--- src/rtl/vcp_uart_pkg.sv ---
// vcp_uart_pkg: shared frame constants, parser state type and opcode legality check
package vcp_uart_pkg;

    localparam logic [7:0] OP_WRITE = 8'h00;

    typedef enum logic [1:0] {
        IDLE,
        PAYLOAD,
        CMD
    } parser_state_t;

    function automatic logic is_legal_op(input logic [7:0] op, input int num_ops);
        return (op != OP_WRITE) && ({24'd0, op} <= num_ops);
    endfunction

endpackage

--- src/rtl/rx_timeout_counter.sv ---
// rx_timeout_counter: flags TIMEOUT_CYC consecutive idle cycles while running; tied off when TIMEOUT_CYC is 0
module rx_timeout_counter #(
    parameter int TIMEOUT_CYC = 100000
) (
    input  logic clk,
    input  logic reset,
    input  logic clear,
    input  logic run,
    output logic expired
);
    generate
        if (TIMEOUT_CYC == 0) begin : g_off
            assign expired = 1'b0;
        end else begin : g_on
            localparam int CW = $clog2(TIMEOUT_CYC + 1);
            logic [CW-1:0] cnt;
            always_ff @(posedge clk)
                if (reset || clear) cnt <= '0;
                else if (run) cnt <= cnt + CW'(1);
            // a byte arriving in the would-be expiry cycle clears instead of expiring
            assign expired = run && !clear && (cnt == CW'(TIMEOUT_CYC - 1));
        end
    endgenerate
endmodule

--- src/rtl/uart_frame_parser.sv ---
// uart_frame_parser: parses UART byte frames into indexed vector element writes or handshaked commands
module uart_frame_parser
    import vcp_uart_pkg::*;
#(
    parameter int ELEM_BYTES  = 2,
    parameter int VEC_LEN     = 1024,
    parameter int NUM_OPS     = 8,
    parameter int TIMEOUT_CYC = 100000,
    localparam int AW = (VEC_LEN > 1) ? $clog2(VEC_LEN) : 1,
    localparam int DW = 8 * ELEM_BYTES
) (
    input  logic          clk,
    input  logic          reset,
    input  logic          enable,
    input  logic          rx_ready,
    input  logic [7:0]    rx_data,
    output logic          wr_valid,
    output logic [AW-1:0] wr_addr,
    output logic [DW-1:0] wr_data,
    output logic          cmd_valid,
    output logic [7:0]    cmd_op,
    input  logic          cmd_ready,
    output logic          busy,
    output logic          frame_done,
    output logic          err_opcode,
    output logic          err_timeout,
    output logic          err_overrun
);
    localparam int BW = (ELEM_BYTES > 1) ? $clog2(ELEM_BYTES) : 1;

    parser_state_t state;
    logic [BW-1:0] byte_cnt;
    logic [AW-1:0] elem_idx;
    logic [DW-1:0] asm_reg, elem;
    logic          expired;

    wire last_byte = (byte_cnt == BW'(ELEM_BYTES - 1));
    wire last_elem = (elem_idx == AW'(VEC_LEN - 1));

    rx_timeout_counter #(.TIMEOUT_CYC(TIMEOUT_CYC)) u_timeout (
        .clk(clk),
        .reset(reset),
        .clear(state != PAYLOAD || rx_ready),
        .run(state == PAYLOAD),
        .expired(expired)
    );

    always_comb begin
        elem = asm_reg;
        for (int i = 0; i < ELEM_BYTES; i++)
            elem[8*i +: 8] = (BW'(i) == byte_cnt) ? rx_data : asm_reg[8*i +: 8];
    end

    always_ff @(posedge clk) begin
        if (reset) begin
            state       <= IDLE;
            byte_cnt    <= '0;
            elem_idx    <= '0;
            asm_reg     <= '0;
            wr_valid    <= 1'b0;
            wr_addr     <= '0;
            wr_data     <= '0;
            cmd_valid   <= 1'b0;
            cmd_op      <= '0;
            busy        <= 1'b0;
            frame_done  <= 1'b0;
            err_opcode  <= 1'b0;
            err_timeout <= 1'b0;
            err_overrun <= 1'b0;
        end else begin
            wr_valid    <= 1'b0;
            frame_done  <= 1'b0;
            err_opcode  <= 1'b0;
            err_timeout <= 1'b0;
            err_overrun <= 1'b0;
            case (state)
                IDLE: if (rx_ready && enable) begin
                    if (rx_data == OP_WRITE) begin
                        state    <= PAYLOAD;
                        busy     <= 1'b1;
                        byte_cnt <= '0;
                        elem_idx <= '0;
                    end else if (is_legal_op(rx_data, NUM_OPS)) begin
                        state     <= CMD;
                        busy      <= 1'b1;
                        cmd_op    <= rx_data;
                        cmd_valid <= 1'b1;
                    end else begin
                        err_opcode <= 1'b1;
                    end
                end
                PAYLOAD: if (rx_ready) begin
                    asm_reg <= elem;
                    if (last_byte) begin
                        byte_cnt <= '0;
                        elem_idx <= elem_idx + AW'(1);
                        wr_valid <= 1'b1;
                        wr_addr  <= elem_idx;
                        wr_data  <= elem;
                        if (last_elem) begin
                            frame_done <= 1'b1;
                            state      <= IDLE;
                            busy       <= 1'b0;
                        end
                    end else begin
                        byte_cnt <= byte_cnt + BW'(1);
                    end
                end else if (expired) begin
                    err_timeout <= 1'b1;
                    state       <= IDLE;
                    busy        <= 1'b0;
                end
                CMD: begin
                    err_overrun <= rx_ready;
                    if (cmd_ready) begin
                        cmd_valid  <= 1'b0;
                        frame_done <= 1'b1;
                        state      <= IDLE;
                        busy       <= 1'b0;
                    end
                end
                default: begin
                    state <= IDLE;
                    busy  <= 1'b0;
                end
            endcase
        end
    end
endmodule

--- config.mk ---
export PLATFORM = sky130hd
export DESIGN_NAME = uart_frame_parser
export DESIGN_NICKNAME = d
export VERILOG_FILES = /design/src/rtl/vcp_uart_pkg.sv /design/src/rtl/rx_timeout_counter.sv /design/src/rtl/uart_frame_parser.sv
export SDC_FILE = /design/constraint.sdc
export NUM_CORES = 1
export LEC_CHECK = 0
export ABC_CLOCK_PERIOD_IN_PS = 2800
export CAP_MARGIN = 20
export CORE_UTILIZATION = 45
export DETAILED_ROUTE_END_ITERATION = 7
export PLACE_DENSITY = 0.65
export SYNTH_ARGS = -nofsm -noshare
export SYNTH_HDL_FRONTEND = slang
export SYNTH_HIERARCHICAL = 1
export SYNTH_SLANG_ARGS = --single-unit
--- constraint.sdc ---
create_clock -name clk -period 2.8 [get_ports clk]
set_input_delay 0.56 -clock clk [delete_from_list [all_inputs] [get_ports clk]]
set_output_delay 0.56 -clock clk [all_outputs]
set_load 0.02 [all_outputs]
; Yosys cells after proc, flatten, opt, wreduce, memory -nomap -nowiden
; Index checks and enable logic that the tools add are counted.
[op_classes]
mul = 0
shift = 0
n_mux = 41
eq_ne = 16
magnitude_cmp = 1
n_bitwise = 6
n_div = 0
addsub = 3
reduce_logical = 23
[op_table]
columns = operator, n
row1 = $mux W10, 4
row2 = $mux W1, 21
row3 = $pmux W10 S2, 1
row4 = $add A17 B1 Y17 const B, 1
row5 = $eq A17 B17 Y1 const B, 1
row6 = $mux W2, 8
row7 = $mux W8, 2
row8 = $ne A2 B2 Y1 const B, 7
row9 = $ne A3 B3 Y1 const B, 4
row10 = $add A10 B1 Y10 const B, 1
row11 = $eq A10 B10 Y1 const B, 1
row12 = $reduce_and A5 Y1, 2
row13 = $le A8 B4 Y1 const B, 1
row14 = $logic_not A8 Y1, 1
row15 = $reduce_and A4 Y1, 2
row16 = $reduce_bool A8 Y1, 1
row17 = $not A1 Y1, 6
row18 = $pmux W1 S2, 3
row19 = $pmux W2 S3, 1
row20 = $reduce_and A6 Y1, 1
row21 = $reduce_or A3 Y1, 2
row22 = $logic_and A1 B1 Y1, 4
row23 = $reduce_bool A2 Y1, 2
row24 = $reduce_or A4 Y1, 1
row25 = 11 further kinds, 12
[word_totals]
register_bits = 87
latch_bits = 0
input_bits = 13
memories = 0
output_inout_bits = 41
mem_bits_ro = 0
wordCells = 105
ramBits = 0

; Logic depth before layout (Yosys ltp)
; Gate-level depths: netlist of the first run.
[logic_depth]
word_depth = 8
mapped_depth = 9

; By module
; Netlist of the first run, hierarchy kept.
[modules_own_cells]
columns = mod, cells_each, area_per_inst_um2, seq_area_each_um2, n_inst
row1 = uart_frame_parser, 293, 2549.9, 1241.2, 1
row2 = rx_timeout_counter, 99, 915.9, 340.3, 1

; Worst setup path before layout of the first run
; OpenSTA, ideal clock, no wires.
[synth_timing]
kind = input to register
from = input rx_data[4]
to = register elem_idx[8]
required_ns = 2.653
arrival_ns = 2.105
setup_slack_ns = 0.549
cell_stages = 7
cell_sequence = or4_4 > buf_6 > o21a_1 > buf_6 > buf_2 > o41ai_1 > a21oi_1
[synth_between]
elab_chain_len = 3
[synth_rtl]
columns = element, line
row1 = start: declaration, uart_frame_parser.sv:16  ; input logic [7:0] rx_data,
row2 = $logic_not A8 Y1, uart_frame_parser.sv:78  ; if (rx_data == OP_WRITE) begin
row3 = $ne A2 B2 Y1 (no source line), n/a
row4 = $reduce_and A5 Y1 (no source line), n/a
row5 = end signal: assignment, uart_frame_parser.sv:96  ; elem_idx <= elem_idx + AW'(1);
row6 = end: declaration, uart_frame_parser.sv:33  ; logic [AW-1:0] elem_idx;
; Every way passes these cells.
; A chain may end at the register's enable or synchronous reset.

; Final worst setup path of the first run
[layout_timing]
from = input rx_data[4]
to = register elem_idx[1]
; Same word-level chain as after synthesis.

==> metrics.txt, run 1 <==
post-route ant nets=0; hold buffer count at CTS=0; vias in the first global route=roughly 2700; yosys warns=6; max reg flops=17; dpl hpwl=roughly 5600 um; startpoint of the worst hold path=wr_data[9]$_SDFFE_PP0P_; die area=8060 um2; final wirelength=roughly 7800 um; Setup crit start=rx_data[4]; worst r2r src=state[1]$_SDFFE_PP0P_; max-cap violation count=0; Worst Hold Class=reg2reg; Std-Cell Rows=31; WL/cell=14.1 um; vias per cell=around 5.3; synthesized netlist cell count=between 300 and 400; fin crit period=between 2000 and 2500 ps; dpl cell area=4160 um2; Synth Register Bits=slightly below 80; Clock transition at path regs=approximately 90 ps; Post-Syn Area=about 3500 um2; Starting DRT DRC Count=approximately 180; worst vdd ir=between 0.2 and 0.3 mV; Tcrit/Tclk final=0.847; All-Layer GR Usage=0.206; asr flop ratio synth=0; PortBufs=53; Leak=between 1 and 1.5 nW; CP arrival=between 2000 and 3000 ps; nets@finish=470; Seq/Total Area, Yosys=0.456; Worst-Margin Slew=around 600 ps; endpoints failing setup=0; unrepaired setup endpoints after global routing=false; most area-hungry cell type in the Yosys netlist=dfxtp_1; Die Span X=89.8 um; Top Registers=u_timeout/g_on.cnt (17), wr_data (16); gr ovfl total=0; Residual DRC=0; routability cong.=just over 0.8; Setup TNS=0 ps; core box area=~7300 um2; Synth Flop Type=dfxtp_1; clock root buffer=clkbuf_8; final instance area=~4400 um2; Die Height=89.8 um; Starting Density=0.473; outcome=finished clean; Rel. slew slack=0.597; PD cells=469 nW/um2; Max Fanout on Critical Path=14; Top reg by flops=u_timeout/g_on.cnt; post-CTS setup buffers=0; synth-to-layout area growth=25.6%; initial antenna violation count=0; average size of a mapped cell=between 8 and 9 um2; Synth area leaders=dfxtp_1 (46%), nand2_1 (7.4%), a21oi_1 (5.6%); syn_nets=just over 400; worst-skew pair later-pin latency=360 ps; crit path kind=in2reg; Final Hold Fails=0; Worst EP required=around 3100 ps; Hold Path Cell Cnt=2; Top Ports=54; CP Capture Type=flip-flop; reg2reg path depth=9; routed vias=around 3000; clock buffer depth=2; CTS tree=done; H-tree levels=3; CP Launch Type=input port; share of post-route cells with drive strength above 1=0.118; area share of the largest cell type after synthesis=0.456; drt pass-1 iters=4; largest net degree at the start of global routing=38; Sinks on Clock Net=79; f_max=roughly 420 MHz; Post-synth EDFFs=0; Slew Viols, Final=0; ant diodes=0; Clock Skew=13.5 ps; Yosys cell types=54; post-cts gate resize count=0; Num CTS Buffers=9; wire length of the first global-routing pass=13500 um
==> stage by stage <==
step / total power, mW / hold slack [ps] / util / setup slack [ps] / instances
6_report: 2.04 / 460 / 0.594 / 429 / 556
3_3_place_gp: 1.23 / 441 / 0.567 / 107 / 540
4_1_cts: 2.07 / 460 / 0.594 / 436 / 556
2_1_floorplan: 1.19 / 432 / - / 549 / 392
3_5_place_dp: 1.23 / 444 / 0.567 / 56.6 / 540
5_1_grt: 2.13 / 473 / 0.594 / 322 / 556
==> synth_stat cells (2+ instances only) <==
master    number
xor2_1         3
o211ai_1       2
nor3b_1        2
nand4_4        2
ha_1           5
o21a_1         2
nand4_1        5
a31o_1         2
mux2i_1       16
a31oi_1        5
a21oi_1       39
dfxtp_1       79
nand2_1       68
and2_1         4
o21ai_0        6
and3_1         3
nand3_1        8
o31a_1         2
nor3_1        10
xnor2_1        8
nor4_4         3
inv_1          9
nand2b_1       6
o41ai_1        2
or4_1          5
nor4_2         4
clkbuf_1      19
buf_6          2
nor2_1        37
or3_1          2
nor4_1         7
o31ai_1        3
==> cell type report <==
cell class                      instances  area, um2
Clock buffer                            9        124
Clock inverter                          7       71.3
Fill cell                             649       2980
Inverter                                9       33.8
Multi-Input combinational cell        281       1740
Sequential cell                        79       1580
Tap cell                               99        124
Timing Repair Buffer                   72        681
==> critical path, stage by stage <==
cell and delay (ps):
clkdlybuf4s50_1 450, or4_4 550, o21a_1 360, buf_4 220, or3_1 360, a21oi_1 150
==> power by group <==
part | leakage, nW | switching, mW | internal [mW]
clock network | 0.102 | 0.481 | 0.354
registers | 0.636 | 0.000724 | 1.12
logic | 0.757 | 0.0477 | 0.0357
==> cell families (layout without fill, tap and decap cells) <==
kind of cell,count (synthesis),count (layout),share of synthesized area
AO/OA/AOI/OAI,72,72,0.130
XOR/XNOR,11,11,0.0278
adder cells (fa/ha/maj),5,5,0.0181
buffers and inverters,32,97,0.0422
flip-flops,79,79,0.456
multiplexers,17,17,0.0495
AND/OR/NAND/NOR,176,176,0.277
==> metal layers <==
| layer | GRT usage | up-vias | wire (um) | share of wire |
|---|---|---|---|---|
| met4 | 0.0656 | 0 | 75 | 0.0096 |
| met1 | 0.278 | 1376 | 3960 | 0.50 |
| met3 | 0.0592 | 6 | 421 | 0.054 |
| met5 | 0 | - | 0 | 0 |
| met2 | 0.318 | 82 | 3390 | 0.43 |
| li1 | - | 1506 | - | - |
==> final timing paths <==
check / slack, ps / to
setup / recovery: 430 / elem_idx[1]$_SDFFE_PP0P_
hold / removal: 460 / wr_data[9]$_SDFFE_PP0P_
setup reg to reg: 660 / state[0]$_SDFFE_PP0P_
hold reg to reg: 460 / wr_data[9]$_SDFFE_PP0P_
==> cell usage in the layout (no fill, tap or decap), types with 4 or more instances in the layout <==
| cell type | n |
|---|---|
| mux2i_1 | 16 |
| nand3_1 | 8 |
| ha_1 | 5 |
| dfxtp_1 | 79 |
| clkdlybuf4s50_1 | 52 |
| a21oi_1 | 39 |
| nand2b_1 | 6 |
| clkbuf_8 | 9 |
| nor2_1 | 37 |
| nor4_2 | 4 |
| inv_8 | 4 |
| a31oi_1 | 5 |
| nor4_1 | 7 |
| o21ai_0 | 6 |
| and2_1 | 4 |
| nand4_1 | 5 |
| buf_4 | 18 |
| or4_1 | 5 |
| inv_1 | 9 |
| nand2_1 | 68 |
| xnor2_1 | 8 |
| nor3_1 | 10 |
(Power assumes the default switching activity.)
==> run 2, diff against run 1 <==
Settings changed: ABC_CLOCK_PERIOD_IN_PS 2800 to 2200.
Clock period 2.8 ns to 2.2 ns, I/O delays scaled along.
==> run 2 against run 1 <==
Compared with the run above:
- routed wire length decreased by 0.91%
- cell count increased by 1.6%
- first-iteration DRC count decreased by 31%
- critical endpoint is now elem_idx[5]$_SDFFE_PP0P_
- clock power increased by 35%
- design area increased by 1.8%
- sequential cell count unchanged
- combinational power increased by 37%
- sequential share of layout area decreased by 0.64 points
- register-to-register slack got worse by 400 ps
- setup slack got worse by 370 ps
- core utilization increased by 1.1 points
==> metrics.txt, run 2 (synthesis results as in run 1) <==
dpl cell area=4210 um2 (+1.3%); Non-Filler Instances=565 (+1.6%); Net Switching=0.644 mW (+22%); H-tree levels=3 (unchanged); Rel. slew slack=0.601 (+0.00494); initial antenna violation count=0 (unchanged); worst reg-to-reg setup slack=260 ps (-400 ps); drt pass-1 iters=5 (+1); area of the multi-input gates=1750 um2 (+0.43%); routed vias=2958 (-0.40%); routability cong.=0.819 (-0.32%); Pwr Total=2.67 mW (+31%); CTS tree=done; share of post-route cells with drive strength above 1=0.137 (+0.0192); Die Span X=89.8 um (unchanged); Tcrit/Tclk final=0.973; Starting DRT DRC Count=122 (-31%); clock root buffer=clkbuf_8; Std-Cell Rows=31 (unchanged); Hold WS=456 ps (-3.15 ps); switching share of total power=0.241 (-0.0183); Top Ports=54 (unchanged); Max Fanout on Critical Path=16 (+2); commonest non-fill, non-tap cell in the layout=dfxtp_1; register area=1580 um2 (unchanged); most frequent cells in the layout=dfxtp_1 (79), nand2_1 (68), clkdlybuf4s50_1 (52); startpoint of the worst hold path=asm_reg[7]$_SDFFE_PP0P_; post-CTS setup buffers=0 (unchanged); vias per cell=5.24 (-2.0%); vias in the first global route=2804 (+2.9%); reg2reg path depth=8 (-1); Residual DRC=0 (unchanged); Leak=1.54 nW (+3.0%); crit path kind=in2reg; max-cap violation count=0 (unchanged); worst-skew pair later-pin latency=350 ps (about the same); final wirelength=7770 um (-0.91%); crit path to=elem_idx[5]$_SDFFE_PP0P_; unrepaired setup endpoints after global routing=false; fin worst setup slack=59.7 ps (-370 ps); Worst EP required=2480 ps (-620 ps); nets@finish=479 (+1.9%); Final Hold Fails=0 (unchanged); CP arrival=2420 ps (-250 ps); final instance area=4430 um2 (+1.8%); max reg flops=17 (unchanged); synth-to-layout area growth=27.8%; wire length of the first global-routing pass=13400 um (-0.30%); PD cells=604 nW/um2 (+29%); dpl hpwl=5520 um (-1.2%); ant diodes=0 (unchanged); Clk pwr share=0.422 (+0.013); WL/cell=13.8 um (-2.5%); Hold Path Cell Cnt=2 (unchanged); largest net degree at the start of global routing=38 (unchanged); gr ovfl total=0 (unchanged); fin crit period=2140 ps; Num CTS Buffers=9 (unchanged); clock buffer depth=2 (unchanged); Sinks on Clock Net=79 (unchanged); All-Layer GR Usage=0.205 (-0.00105); Starting Density=0.473 (unchanged); Worst-Margin Slew=590 ps (-7.32 ps); Clock Skew=12.6 ps (-0.866 ps); Clock transition at path regs=90 ps (about the same); CP Launch Type=input port; PortBufs=53 (unchanged); Worst Hold Class=reg2reg; Setup crit start=rx_data[1]; Comb power frac=0.042 (about the same); outcome=finished clean; CP Capture Type=flip-flop; Slew Viols, Final=0 (unchanged); Top Registers=u_timeout/g_on.cnt (17), wr_data (16); hold buffer count at CTS=0 (unchanged); sequential fraction of design power=0.535 (-0.015); Filler cells=641 (-1.2%); Pint=2.03 mW (+34%); placed instance count=549 (+1.7%); core box area=7330 um2 (unchanged); endpoints failing setup=0 (unchanged); die area=8060 um2 (unchanged); worst vdd ir=0.406 mV (+42%); post-placement worst setup slack=-416 ps (-472 ps); Die Height=89.8 um (unchanged); worst r2r src=state[1]$_SDFFE_PP0P_; post-route ant nets=0 (unchanged); f_max=between 400 and 500 MHz; Top reg by flops=u_timeout/g_on.cnt; Reg-to-Reg End=elem_idx[5]$_SDFFE_PP0P_
-- run 2: worst max-delay path, cell delays in order --
cell and delay, ps:
clkdlybuf4s50_1 420, or4_1 600, o21a_4 290, or4_1 510, a21oi_1 160
-- run 2: cell type report --
cell class,count,share of cell area
clock inverters,7,0.0195
inverters,9,0.00762
multi-input cells,281,0.394
well taps,99,0.0280
repair buffers,81,0.166
flip-flops and latches,79,0.357
clock buffers,9,0.0280
-- run 2: worst min-delay path by stage --
stage	slack [ps]	to
after global routing	460	wr_addr[3]$_SDFFE_PP0P_
after detailed placement	450	wr_data[8]$_SDFFE_PP0P_
after floorplan	430	wr_data[7]$_SDFFE_PP0P_
final	460	wr_data[7]$_SDFFE_PP0P_
after global placement	440	wr_data[9]$_SDFFE_PP0P_
after CTS	460	wr_addr[3]$_SDFFE_PP0P_
-- run 2: routing by layer --
layer / GRT usage / vias up / wire (um)
met2: 0.310 / 54 / 3350
met3: 0.0618 / 7 / 319
met1: 0.284 / 1380 / 4000
met5: 0 / - / 0
met4: 0.0546 / 0 / 97
li1: - / 1517 / -
-- run 2: power by group through the flow --
stage	Combinational, mW	Clock (mW)	Sequential, mW
2_1_floorplan	0.0482	0	1.47
3_3_place_gp	0.112	0	1.47
3_5_place_dp	0.112	0	1.47
4_1_cts	0.113	1.17	1.43
5_1_grt	0.123	1.22	1.43
6_report	0.114	1.13	1.43
-- run 2: metrics by stage --
stage                      util  setup TNS (ps)
after global routing      0.604               0
after CTS                 0.604               0
after floorplan               -               0
after detailed placement  0.575           -5930
final                     0.604               0
after global placement    0.575           -5550
-- run 2: timing repair --
action / CTS / global route
gates resized for setup: 1 / 1
hold endpoints to repair: 0 / 0
setup endpoints to repair: 5 / 4
